<file path="src/rtl/ram_arbiter_ctrl_pkg.sv">
// Shared encodings and helpers for the byte-wide RAM arbiter/sequencer.
// No logic of its own; imported by the top and the round-robin sub-module.
// Sizes map to a last byte index so the sequencer only counts 0..N-1.
package ram_arbiter_ctrl_pkg;

    localparam int RAM_ADDR_W = 9;

    localparam logic [1:0] ST_IDLE = 2'd0;
    localparam logic [1:0] ST_XFER = 2'd1;
    localparam logic [1:0] ST_DONE = 2'd2;

    localparam logic [1:0] SZ_BYTE = 2'b00;
    localparam logic [1:0] SZ_HALF = 2'b01;
    localparam logic [1:0] SZ_WORD = 2'b10;

    typedef struct packed {
        logic [RAM_ADDR_W-1:0] addr;
        logic [1:0]            size;
        logic                  rw;
        logic [31:0]           wdata;
    } req_t;

    // Index of the final byte in a transfer (N-1).
    function automatic logic [1:0] last_idx(input logic [1:0] size);
        case (size)
            SZ_BYTE: return 2'd0;
            SZ_HALF: return 2'd1;
            default: return 2'd3;
        endcase
    endfunction

    function automatic logic is_legal(input logic [1:0] size, input logic [RAM_ADDR_W-1:0] addr);
        case (size)
            SZ_BYTE: return 1'b1;
            SZ_HALF: return !addr[0];
            SZ_WORD: return addr[1:0] == 2'b00;
            default: return 1'b0;
        endcase
    endfunction

endpackage

</file>
<file path="src/rtl/ram_arbiter_ctrl_rr_arbiter.sv">
// Two-way round-robin grant between fetch and datapath with a last-served register.
// Zero latency: grant is combinational from requests while enabled.
// No backpressure; requesters hold their request until serviced.
module ram_arbiter_ctrl_rr_arbiter (
    input  logic main_clk,
    input  logic reset,
    input  logic en,
    input  logic if_req,
    input  logic dp_req,
    output logic gnt_if,
    output logic gnt_dp
);

    // Resets to "fetch served last" so the datapath wins the first contention.
    logic last_dp;

    always_comb begin
        gnt_if = 1'b0;
        gnt_dp = 1'b0;
        if (en) begin
            if (if_req && dp_req) begin
                gnt_dp = !last_dp;
                gnt_if = last_dp;
            end else begin
                gnt_dp = dp_req;
                gnt_if = if_req;
            end
        end
    end

    always_ff @(posedge main_clk or posedge reset) begin
        if (reset) begin
            last_dp <= 1'b0;
        end else if (gnt_dp) begin
            last_dp <= 1'b1;
        end else if (gnt_if) begin
            last_dp <= 1'b0;
        end
    end

endmodule

</file>
<file path="src/rtl/ram_arbiter_ctrl.sv">
// Shares a byte-wide 512-byte RAM between fetch and datapath, big-endian sequencing.
// Latency: done N+1 cycles after grant (N = 1/2/4 bytes); rejected requests finish in 1.
// Backpressure: requesters hold req until their done pulse; requests seen only in IDLE.
module ram_arbiter_ctrl
    import ram_arbiter_ctrl_pkg::*;
(
    input  logic                  main_clk,
    input  logic                  reset,
    input  logic                  if_req,
    input  logic [RAM_ADDR_W-1:0] if_addr,
    input  logic                  dp_req,
    input  logic                  dp_rw,
    input  logic [1:0]            dp_size,
    input  logic [RAM_ADDR_W-1:0] dp_addr,
    input  logic [31:0]           dp_wdata,
    output logic                  if_done,
    output logic                  dp_done,
    output logic [31:0]           rdata,
    output logic                  align_err,
    output logic                  busy,
    output logic [RAM_ADDR_W-1:0] mem_addr,
    output logic                  mem_we,
    output logic [7:0]            mem_wdata,
    input  logic [7:0]            mem_rdata
);

    logic [1:0] state;
    logic [1:0] k;
    req_t       cur;
    logic       cur_if;
    logic       cur_err;

    logic       gnt_if;
    logic       gnt_dp;
    req_t       sel;
    logic       sel_legal;
    logic       xfer;
    logic [1:0] wr_idx;

    ram_arbiter_ctrl_rr_arbiter u_rr_arbiter (
        .main_clk (main_clk),
        .reset    (reset),
        .en       (state == ST_IDLE),
        .if_req   (if_req),
        .dp_req   (dp_req),
        .gnt_if   (gnt_if),
        .gnt_dp   (gnt_dp)
    );

    // Fetch is presented as a word read so legality and sequencing are shared.
    always_comb begin
        sel.addr  = dp_addr;
        sel.size  = dp_size;
        sel.rw    = dp_rw;
        sel.wdata = dp_wdata;
        if (gnt_if) begin
            sel.addr  = if_addr;
            sel.size  = SZ_WORD;
            sel.rw    = 1'b1;
            sel.wdata = 32'd0;
        end
        sel_legal = is_legal(sel.size, sel.addr);
    end

    always_ff @(posedge main_clk or posedge reset) begin
        if (reset) begin
            state   <= ST_IDLE;
            k       <= 2'd0;
            rdata   <= 32'd0;
            cur     <= '0;
            cur_if  <= 1'b0;
            cur_err <= 1'b0;
        end else begin
            case (state)
                ST_IDLE: begin
                    if (gnt_if || gnt_dp) begin
                        cur     <= sel;
                        cur_if  <= gnt_if;
                        cur_err <= !sel_legal;
                        k       <= 2'd0;
                        state   <= sel_legal ? ST_XFER : ST_DONE;
                    end
                end
                ST_XFER: begin
                    // First byte clears the field so narrower reads zero-extend.
                    if (cur.rw) begin
                        rdata <= {(k == 2'd0) ? 24'd0 : rdata[23:0], mem_rdata};
                    end
                    if (k == last_idx(cur.size)) begin
                        state <= ST_DONE;
                    end else begin
                        k <= k + 2'd1;
                    end
                end
                ST_DONE: begin
                    k     <= 2'd0;
                    state <= ST_IDLE;
                end
                default: state <= ST_IDLE;
            endcase
        end
    end

    // Memory strobes decode straight from state so a reset drops them at once.
    assign xfer      = (state == ST_XFER);
    assign wr_idx    = last_idx(cur.size) - k;
    assign mem_we    = xfer && !cur.rw;
    assign mem_addr  = xfer ? cur.addr + {{(RAM_ADDR_W-2){1'b0}}, k} : '0;
    assign mem_wdata = mem_we ? cur.wdata[{wr_idx, 3'b000} +: 8] : 8'd0;

    assign if_done   = (state == ST_DONE) && cur_if;
    assign dp_done   = (state == ST_DONE) && !cur_if;
    assign align_err = (state == ST_DONE) && cur_err;
    assign busy      = (state != ST_IDLE);

endmodule

</file>
<file path="config.mk">
export PLATFORM = sky130hd
export DESIGN_NAME = ram_arbiter_ctrl
export DESIGN_NICKNAME = d
export VERILOG_FILES = /design/src/rtl/ram_arbiter_ctrl_pkg.sv /design/src/rtl/ram_arbiter_ctrl_rr_arbiter.sv /design/src/rtl/ram_arbiter_ctrl.sv
export SDC_FILE = /design/constraint.sdc
export NUM_CORES = 1
export LEC_CHECK = 0
export CORE_MARGIN = 5
export CORE_UTILIZATION = 44
export DETAILED_ROUTE_END_ITERATION = 12
export DONT_BUFFER_PORTS = 1
export PLACE_DENSITY_LB_ADDON = 0.25
export RECOVER_POWER = 50
export SYNTH_ARGS = -nofsm -noshare
export SYNTH_HDL_FRONTEND = slang
export SYNTH_SLANG_ARGS = --single-unit
</file>
<file path="constraint.sdc">
create_clock -name main_clk -period 7.9 [get_ports main_clk]
set_clock_uncertainty 0.15 [all_clocks]
set_input_delay 1.185 -clock main_clk [delete_from_list [all_inputs] [get_ports main_clk]]
set_output_delay 1.185 -clock main_clk [all_outputs]
set_load 0.02 [all_outputs]
</file>
==> out/summary.txt <==
# IOs = 119
DIE AREA = 0.0107 mm^2
Compound-Gate Fraction of Synth Area = 15.7%
Simple-Gate Fraction of Synth Area = 12.7%
Die Ht = 104 um
Run status = finished with violations
Critical path launch point type = input port
Core area = 0.00864 mm^2
Worst Hold Class = reg2reg
Sequential fraction of the synthesis area = 53.9%
Routability cong. = 0.795
Vias per cell = 5.50
DRC Markers = 0
Clock sinks = 83
Post-CTS setup buffer count = 0
Crit path max-delay family = buffers and inverters
Period utilization = 53.1%
Worst EP arrival = 3.96 ns
Grt ovf = 0
Clock Tree Buf Depth = 2
CTS tree = yes
First-pass GRT wire length = 13.5 mm
Synth warn = 0
Post-route cell area = 0.00412 mm^2
Synth top area share = 53.9%
Max Cap Viol = 4
Max frequency = 0.239 GHz
Worst setup EP type = async pin
Crit-path cells = clkinvlp_2 > clkbuf_1
H-Tree Depth = 3
RSZ-0062 raised after global routing = no
Starting density of the core = 44.6%
Post-synthesis xor/xnor area fraction = 2.50%
Syn_nets = 421
Drt total wl = 8.17 mm
Slew Limit Headroom = -69.0%
Mapped cell area = 0.00385 mm^2
DR pass1 iterations = 4
Antenna-violating nets left = 0
Worst path slowest cell = clkbuf_1
Worst path bufs/invs = 2
Post-synth top area cell = dfrtp_1
Minimum clock period = 4.19 ns
Yosys cell types = 37
Critical path peak fanout = 48
CTS buffer count = 9
Setup Crit Path Kind = in2async
Area Growth Syn to Fin = 6.75%
Leakage power = 1.80 nW
Final net count = 413
Critical path data required time = 7.67 ns
DP HPWL = 5.77 mm
Main combinational cell family by area after synthesis = compound AO/OA/AOI/OAI gates
Clock root cell = clkbuf_8
Most frequent cells in the layout = 83 x dfrtp_1, 40 x o21ai_0, 40 x nand2_1
Clock slew at reported path FFs = 0.09 ns
Clock latency at the later pin of the worst-skew pair = 0.34 ns
Setup Viol. Count Final = 0
Largest cells by area after synthesis = dfrtp_1 54%, a22o_1 7.5%, mux2i_1 6.8%
Mapped Cells = 350
Average cell area after synthesis = 11.0 um^2
Most common cell after layout, fill and taps aside = dfrtp_1
Initial antenna violation count = 0
Fin. Hold Viols = 0
Worst vdd ir = 390 uV
Post-CTS Hold Fix Bufs = 0
Diode count = 0
Iter 0 DRT Violations = 124
FP Rows = 34
Failing checks = max-capacitance violations, max-slew violations
#FFs+latches synth = 83
Largest net degree at the start of global routing = 57
Mux share of post-synthesis cell area = 9.38%
Wire per inst = 18.0 um
Chip width = 104 um
Pwr dens = 421 mW/mm^2
Worst Tran Pin Value = 2.54 ns
I/O Buffers = 0
Worst hold margin = 0.332 ns
DP Area = 0.00391 mm^2
Total power = 0.00173 W
Share of cells above drive strength 1 = 8.93%
Area share of fa/ha/maj cells after synthesis = 2.14%
Worst path max stage delay = 1.87 ns
Post-CTS resize count = 0
Max Slew Vio Count = 200
Vias = 2,504
Final setup TNS = 0 ns
Total Routing Usage GR = 15.3%
Vias in the first global route = 2,463
-- synth_stat cells --
| cell | n |
|---|---|
| o21ai_0 | 40 |
| xnor2_2 | 1 |
| o21a_1 | 1 |
| ha_1 | 5 |
| or3_1 | 2 |
| clkbuf_1 | 13 |
| a21o_1 | 1 |
| mux2_2 | 9 |
| nand4b_1 | 1 |
| nor2b_1 | 2 |
| nand4_1 | 1 |
| xor2_4 | 1 |
| o31ai_1 | 1 |
| o22ai_1 | 9 |
| a2bb2oi_1 | 1 |
| buf_2 | 7 |
| a32o_1 | 1 |
| nor2_1 | 12 |
| buf_4 | 1 |
| fa_1 | 1 |
| dfrtp_1 | 83 |
| nor3b_1 | 2 |
| nand3_1 | 5 |
| xnor2_1 | 3 |
| buf_12 | 1 |
| nor2_2 | 2 |
| and2_1 | 2 |
| nand2_1 | 40 |
| a21o_2 | 1 |
| clkdlybuf4s18_2 | 1 |
| and3_1 | 4 |
| a22o_1 | 33 |
| a21oi_1 | 2 |
| nand2b_1 | 26 |
| mux2i_1 | 26 |
| xor2_1 | 3 |
| inv_1 | 6 |
-- per-stage QoR --
stage | util [%] | setup WS [ns] | instances
6_report | 47.7 | 3.71 | 455
5_1_grt | 47.7 | 2.92 | 455
4_1_cts | 47.9 | 4.06 | 455
3_5_place_dp | 45.3 | 4.45 | 439
3_3_place_gp | 45.3 | 4.46 | 439
2_1_floorplan | - | 4.43 | 350
-- registers in the layout, summed over array words and instances, names as in the netlist --
name,flops
cur,44
u_rr_arbiter.last_dp,1
k,2
rdata,32
cur_err,1
state,2
cur_if,1
-- where the power goes --
group / internal, W / switching [W] / leakage, nW
Clock: 0.000189 / 0.000155 / 0.110
Sequential: 0.000587 / 0.000184 / 1.06
Combinational: 0.000270 / 0.000348 / 0.634
-- final cells by class --
| class | instances | area (um^2) |
|---|---|---|
| clock buffers | 11 | 141 |
| clock inverters | 5 | 85.1 |
| fillers | 797 | 4520 |
| inverters | 6 | 23.8 |
| multi-input cells | 238 | 1630 |
| flip-flops and latches | 83 | 2080 |
| well taps | 108 | 135 |
| repair buffers | 4 | 18.8 |
-- kinds of logic after synthesis --
kind of cell,count (synthesis)
compound gates,90
xor+xnor,8
fa+ha+maj,6
buf+inv,29
flops,83
mux,35
simple gates,99
-- worst paths after layout --
| kind | start | endpoint | slack, ns | cells past startpoint |
|---|---|---|---|---|
| min reg2reg | u_rr_arbiter.last_dp | u_rr_arbiter.last_dp | 0.33 | 1 |
| max reg2reg | state[1] | cur[19] | 4.76 | 6 |
| max | reset | cur[3] | 3.71 | 2 |
| min in group asynchronous | reset | rdata[28] | 0.92 | 1 |
| min | u_rr_arbiter.last_dp | u_rr_arbiter.last_dp | 0.33 | 1 |
| max in group main_clk | state[1] | mem_wdata[3] | 4.09 | 4 |
-- metal layers --
layer	vias up	routed length, um	GRT usage, %
met5	-	0	0
met4	0	129	5.06
met3	14	481	4.73
met2	75	3860	23.0
met1	1206	3700	21.0
li1	1209	-	-
Note: power is estimated with default switching activity, not from simulation.
